$ cat src/rtl/bcd_updown_cnt_n.sv
// rtl/bcd_updown_cnt_n.sv - parametrised N-digit BCD up/down counter with load, saturate/wrap and limit pulses
module bcd_updown_cnt_n #(
  parameter int DIGITS = 2,
  parameter bit WRAP   = 1'b0
) (
  input  logic                  clk,
  input  logic                  clr,
  input  logic                  en,
  input  logic                  inc,
  input  logic                  dec,
  input  logic                  load,
  input  logic [4*DIGITS-1:0]   load_val,
  output logic [4*DIGITS-1:0]   count,
  output logic                  at_max,
  output logic                  at_min,
  output logic                  ovf,
  output logic                  unf
);

  localparam int W = 4 * DIGITS;

  logic [W-1:0] count_q, count_d;
  logic [W-1:0] inc_val, dec_val, load_clamped;
  logic         ovf_q, ovf_d;
  logic         unf_q, unf_d;
  logic         inc_carry, dec_borrow;
  logic         all_nine;
  logic         inc_req, dec_req;

  // Simultaneous inc and dec cancel out; en gates both but never load.
  assign inc_req = en & inc & ~dec;
  assign dec_req = en & dec & ~inc;

  // Ripple BCD +1: a 9 rolls to 0 and passes the carry up, the first non-9 digit absorbs it.
  always_comb begin
    inc_val   = count_q;
    inc_carry = 1'b1;
    for (int i = 0; i < DIGITS; i++) begin
      if (inc_carry) begin
        if (count_q[4*i +: 4] == 4'd9) begin
          inc_val[4*i +: 4] = 4'd0;
        end else begin
          inc_val[4*i +: 4] = count_q[4*i +: 4] + 4'd1;
          inc_carry         = 1'b0;
        end
      end
    end
  end

  // Ripple BCD -1: a 0 rolls to 9 and passes the borrow up, the first non-zero digit absorbs it.
  always_comb begin
    dec_val    = count_q;
    dec_borrow = 1'b1;
    for (int i = 0; i < DIGITS; i++) begin
      if (dec_borrow) begin
        if (count_q[4*i +: 4] == 4'd0) begin
          dec_val[4*i +: 4] = 4'd9;
        end else begin
          dec_val[4*i +: 4] = count_q[4*i +: 4] - 4'd1;
          dec_borrow        = 1'b0;
        end
      end
    end
  end

  // Clamp each load digit to 9 so no non-BCD value can enter the register.
  always_comb begin
    load_clamped = load_val;
    for (int i = 0; i < DIGITS; i++) begin
      if (load_val[4*i +: 4] > 4'd9) begin
        load_clamped[4*i +: 4] = 4'd9;
      end
    end
  end

  // Decode the all-nines limit from the count register.
  always_comb begin
    all_nine = 1'b1;
    for (int i = 0; i < DIGITS; i++) begin
      if (count_q[4*i +: 4] != 4'd9) begin
        all_nine = 1'b0;
      end
    end
  end

  // Next-state selection in priority order load > inc > dec > hold; pulses default low every edge.
  always_comb begin
    count_d = count_q;
    ovf_d   = 1'b0;
    unf_d   = 1'b0;
    if (load) begin
      count_d = load_clamped;
    end else if (inc_req) begin
      if (all_nine) begin
        ovf_d = 1'b1;
        if (WRAP) begin
          count_d = '0;
        end
      end else begin
        count_d = inc_val;
      end
    end else if (dec_req) begin
      if (count_q == '0) begin
        unf_d = 1'b1;
        if (WRAP) begin
          for (int i = 0; i < DIGITS; i++) begin
            count_d[4*i +: 4] = 4'd9;
          end
        end
      end else begin
        count_d = dec_val;
      end
    end
  end

  // State register; clr overrides every other request on the same edge.
  always_ff @(posedge clk) begin
    if (clr) begin
      count_q <= '0;
      ovf_q   <= 1'b0;
      unf_q   <= 1'b0;
    end else begin
      count_q <= count_d;
      ovf_q   <= ovf_d;
      unf_q   <= unf_d;
    end
  end

  assign count  = count_q;
  assign at_max = all_nine;
  assign at_min = (count_q == '0);
  assign ovf    = ovf_q;
  assign unf    = unf_q;

endmodule

$ cat config.mk
export PLATFORM = sky130hd
export DESIGN_NAME = bcd_updown_cnt_n
export DESIGN_NICKNAME = d
export VERILOG_FILES = /design/src/rtl/bcd_updown_cnt_n.sv
export SDC_FILE = /design/constraint.sdc
export NUM_CORES = 1
export LEC_CHECK = 0
export ABC_AREA = 1
export BUFFER_PORTS_ARGS = -buffer_cell sky130_fd_sc_hd__buf_2
export CORE_MARGIN = 1.5
export CORE_UTILIZATION = 54
export CTS_CLUSTER_DIAMETER = 100
export DETAILED_ROUTE_END_ITERATION = 10
export PLACE_DENSITY = 0.83
export REMOVE_ABC_BUFFERS = 1
export SLEW_MARGIN = 10
export SYNTH_ARGS = -nofsm -noshare
export SYNTH_HDL_FRONTEND = slang
export SYNTH_SLANG_ARGS = --single-unit
$ cat constraint.sdc
create_clock -name clk -period 3.2 [get_ports clk]
set_clock_uncertainty 0.1 [all_clocks]
set_input_delay 0.48 -clock clk [delete_from_list [all_inputs] [get_ports clk]]
set_output_delay 0.48 -clock clk [all_outputs]
set_load 0.02 [all_outputs]
* After elaboration in Yosys (flattened, before gate mapping) *
Index checks and enable logic that the tools add are counted.
Widths: inputs -> output; s select.

word-level totals
  output and inout bits = 12
  logic and storage cells = 53
  bits of input ports = 14
  ROM bits = 0
  memory bits (writable) = 0
  flip-flop bits (word level) = 10
  memories = 0
  latch bits = 0

operators by class
  muxes and demuxes = 19
  reductions and logical operators = 9
  divide/modulo/power cells = 0
  $lt $le $gt $ge = 2
  add/sub/neg operators = 4
  multiply operators = 0
  eq/ne operators = 7
  shifts and indexed selects = 0
  bitwise operators = 8

operator list
  kind                 count
  $mux 8               5
  $mux 4               8
  $add 4x1->4 const B  2
  $eq 4x4->1 const B   2
  $gt 4x4->1 const B   2
  $logic_not 4->1      2
  $logic_not 8->1      1
  $ne 4x4->1 const B   2
  $sub 4x1->4 const B  2
  $mux 1               6
  $ne 3x2->1 const B   2
  $reduce_bool 3->1    2
  $reduce_and 5->1     1
  $and 1x1->1          4
  $not 1->1            4
  $reduce_or 4->1      1
  $ne 3x3->1 const B   1
  $reduce_and 3->1     1
  $reduce_or 3->1      1

* Depth between registers and ports, before layout *
  depth in word-level cells = 7
  gate-level depth with buffers = 10
  depth with buffers taken out = 10

* Least setup slack after synthesis *
Ideal clock, no wire load.

  path kind = flip-flop to output port
  from = reg count_q[1], in the netlist count[1]
  to = out at_min
  buffers on the path = 0
  arrival = 963 ps
  data required time = 2620 ps
  setup slack = 1657 ps
  cell stages (with the launch flop) = 6
  cell sequence = dfxtp_1 nor2_2 nand2_2 clkinv_1 nand3_1 inv_1

between the ends
  word-level cells in the longest chain between the ends = 1

ends and longest elaborated chain
  what                    line  text
  start, declared         22    logic [W-1:0] count_q, count_d;
  start signal, assigned  123   count_q <= count_d;
  $logic_not 8->1         131   assign at_min = (count_q == '0);
  end, declared           15    output logic at_min,

Every way passes these cells.

* Worst setup path in the final report *
Same ends and word-level chain as after synthesis.

==> results.cfg <==
[clock_network]
clock-sinks = 10
postCtsHoldBufs = 0
post_cts_buffers = 0
clk_pin_slew_ns = 0.07
cts_made_buffers = 3
clockBufferDepth = 2
post_cts_resized = 0
cts_tree = done
h-tree-depth = 1
clock_latency_ns = 0.28
root_buffer = clkbuf_4

[timing]
worst_pin_slew_ns = 0.302
fin_crit_sh_pct = 60.0
period_minus_slack_ns = 1.92
finalHoldViolations = 0
relSlewSlack_pct = 79.9
finalSetupTns_ns = 0
rsz0062_at_grt = false
max_freq_mhz = 521
whs_ns = 0.276
finalSetupViolCount = 0
slew_viol_final = 0

[hold_path]
holdPathStages = 2
hp-class = in -> reg

[finish]
final_nets = 194
final_cell_mix = 44 x nand2_1, 28 x nor2_1, 25 x buf_2, 15 x nand3_1, 14 x inv_1
drive_gt1_share_pct = 28.5
num_antenna_cells = 0
final_common_cell = nand2_1
multi_input_area_um2 = 583
seq_area_um2 = 200
fillCellCount = 153
area_delta_synth_final_pct = 21.1

[logic_synthesis]
synth_cell_types = 21
synth_top_area_share_pct = 23.3
syn-cell-area_um2 = 858
syn_inst = 150
yosysTopAreaCell = dfxtp_1
ys_ff_latch = 10
yosys-top-cells-area = dfxtp_1 23%, nand2_1 19%, nor2_1 12%
ys.warnings.count = 0
ys_seq_area_share_pct = 23.3
synth_area_per_cell_um2 = 5.72

[worst_setup_path]
cp.required_ns = 2.62
worstReg2RegStart = count[1]
cp_slowest_stage_delay_ns = 0.36
cp_data_arrival_time_ns = 1.34
cp_cell_sequence = nor2_2, nand2_2, clkinv_1, nand3_1, inv_1, buf_2
cp-startpoint = count[1]
worstSetupPathType = reg -> out
reg2reg_slack_ns = 1.73
critPathMaxFanout = 5
endpoint = at_min
worst_setup_path_end_kind = output port
regToRegEndpoint = count[5]
crit_slowest_cell = dfxtp_1
r2r_cells = 8
startpoint_type = flop

[drt]
avgViaCountPerCell = 5.17
wl_per_cell_um = 10.9
met3_length_um = 95
wl_met2_um = 943
dr.max_layer_used = met4
drtIter0Drc = 25
dr.pass1.iters = 4
dr_total_vias = 1009
ant_nets = 0
wl_met1_um = 1020
drcViolationCount = 0
wl_um = 2120

[grt]
grtUsageTotal_pct = 26.2
grt_max_degree = 9
antenna_found_initial = 0
grt_first_pass_wirelength_um = 3700
grt_overflow = 0
grt_pass1_vias = 957

[pwr]
power.density_nw_per_um2 = 430
ir_worst_vdd_mv = 0.335
power.leakage_nw = 0.597

[floorplan]
die_w_um = 42.9
core_um2 = 1490
ioPinCount = 26
start_util_pct = 57.6
rows = 14
die_h_um = 42.9
die_area_um2 = 1840

[placement]
io_buffers = 25
gp_congestion = 0.966
hpwl_um = 1680

[status]
status = completed

[run]
cap_violations = 0
[synth_stat cells]
| cell type | n |
|---|---|
| o21ai_1 | 1 |
| nand2_4 | 2 |
| a21oi_1 | 1 |
| a21oi_2 | 1 |
| nor2_4 | 3 |
| inv_1 | 14 |
| nand2_2 | 5 |
| clkinv_1 | 1 |
| nor2_2 | 5 |
| nand3_1 | 15 |
| inv_2 | 5 |
| nand3_4 | 1 |
| xor2_1 | 1 |
| nor3_1 | 2 |
| nand4_1 | 1 |
| o21ai_0 | 7 |
| o211ai_1 | 2 |
| a22oi_1 | 1 |
| nand2_1 | 44 |
| dfxtp_1 | 10 |
| nor2_1 | 28 |
[worst min-delay path by stage]
stage             start  slack, ns        to
2_1_floorplan       clr       0.44  count[0]
3_3_place_gp   count[0]       0.43  count[0]
3_5_place_dp   count[0]       0.43  count[0]
5_1_grt             clr       0.29  count[0]
6_report            clr       0.28  count[0]
4_1_cts             clr       0.27  count[0]
[sequential cells by signal, summed over array words and instances, names as in the netlist]
register and cells:
count 8, unf 1, ovf 1
[power breakdown]
part / leakage, nW / total, mW / internal, mW / switching, mW
sequential: 0.0825 / 0.155 / 0.136 / 0.0189
clock: 0.0210 / 0.121 / 0.0693 / 0.0518
combinational: 0.494 / 0.171 / 0.0602 / 0.111
[through the flow]
stage	utilization (%)	total power [mW]	std cells	instance area (um2)	worst slack, ns
6_report	69.8	0.448	195	1040	1.28
5_1_grt	69.8	0.478	195	1040	1.20
4_1_cts	69.8	0.450	195	1040	1.29
3_5_place_dp	67.4	0.328	191	1000	1.54
3_3_place_gp	67.4	0.323	191	1000	1.59
2_1_floorplan	-	0.281	150	858	1.66
[area by class of cell]
class	instances	share of cell area, %
Multi-Input combinational cell	120	56.1
Inverter	20	7.22
Tap cell	16	1.93
Timing Repair Buffer	25	12.0
Clock buffer	4	3.49
Sequential cell	10	19.3
[layer usage]
| layer | up-vias | track usage, % |
|---|---|---|
| met5 | - | 0 |
| met4 | 0 | 16.9 |
| met3 | 9 | 2.98 |
| met2 | 30 | 41.8 |
| met1 | 438 | 32.9 |
| li1 | 532 | - |
[worst max-delay path, delay by kind of cell, from the launching register on]
family / cells / cell delay [ns]
buf+inv: 3 / 0.29
simple gates: 3 / 0.41
flops: 1 / 0.36
[kinds of logic (layout without fill, tap and decap cells)]
group / Yosys count / in the layout / synth area share, %
buffers and inverters: 20 / 49 / 8.75
xor gates and xnor gates: 1 / 1 / 1.02
AOI/OAI and AO/OA: 13 / 13 / 8.89
and+or+nand+nor: 106 / 106 / 58.0
DFF: 10 / 10 / 23.3
Power figures use the tool's default switching activity.
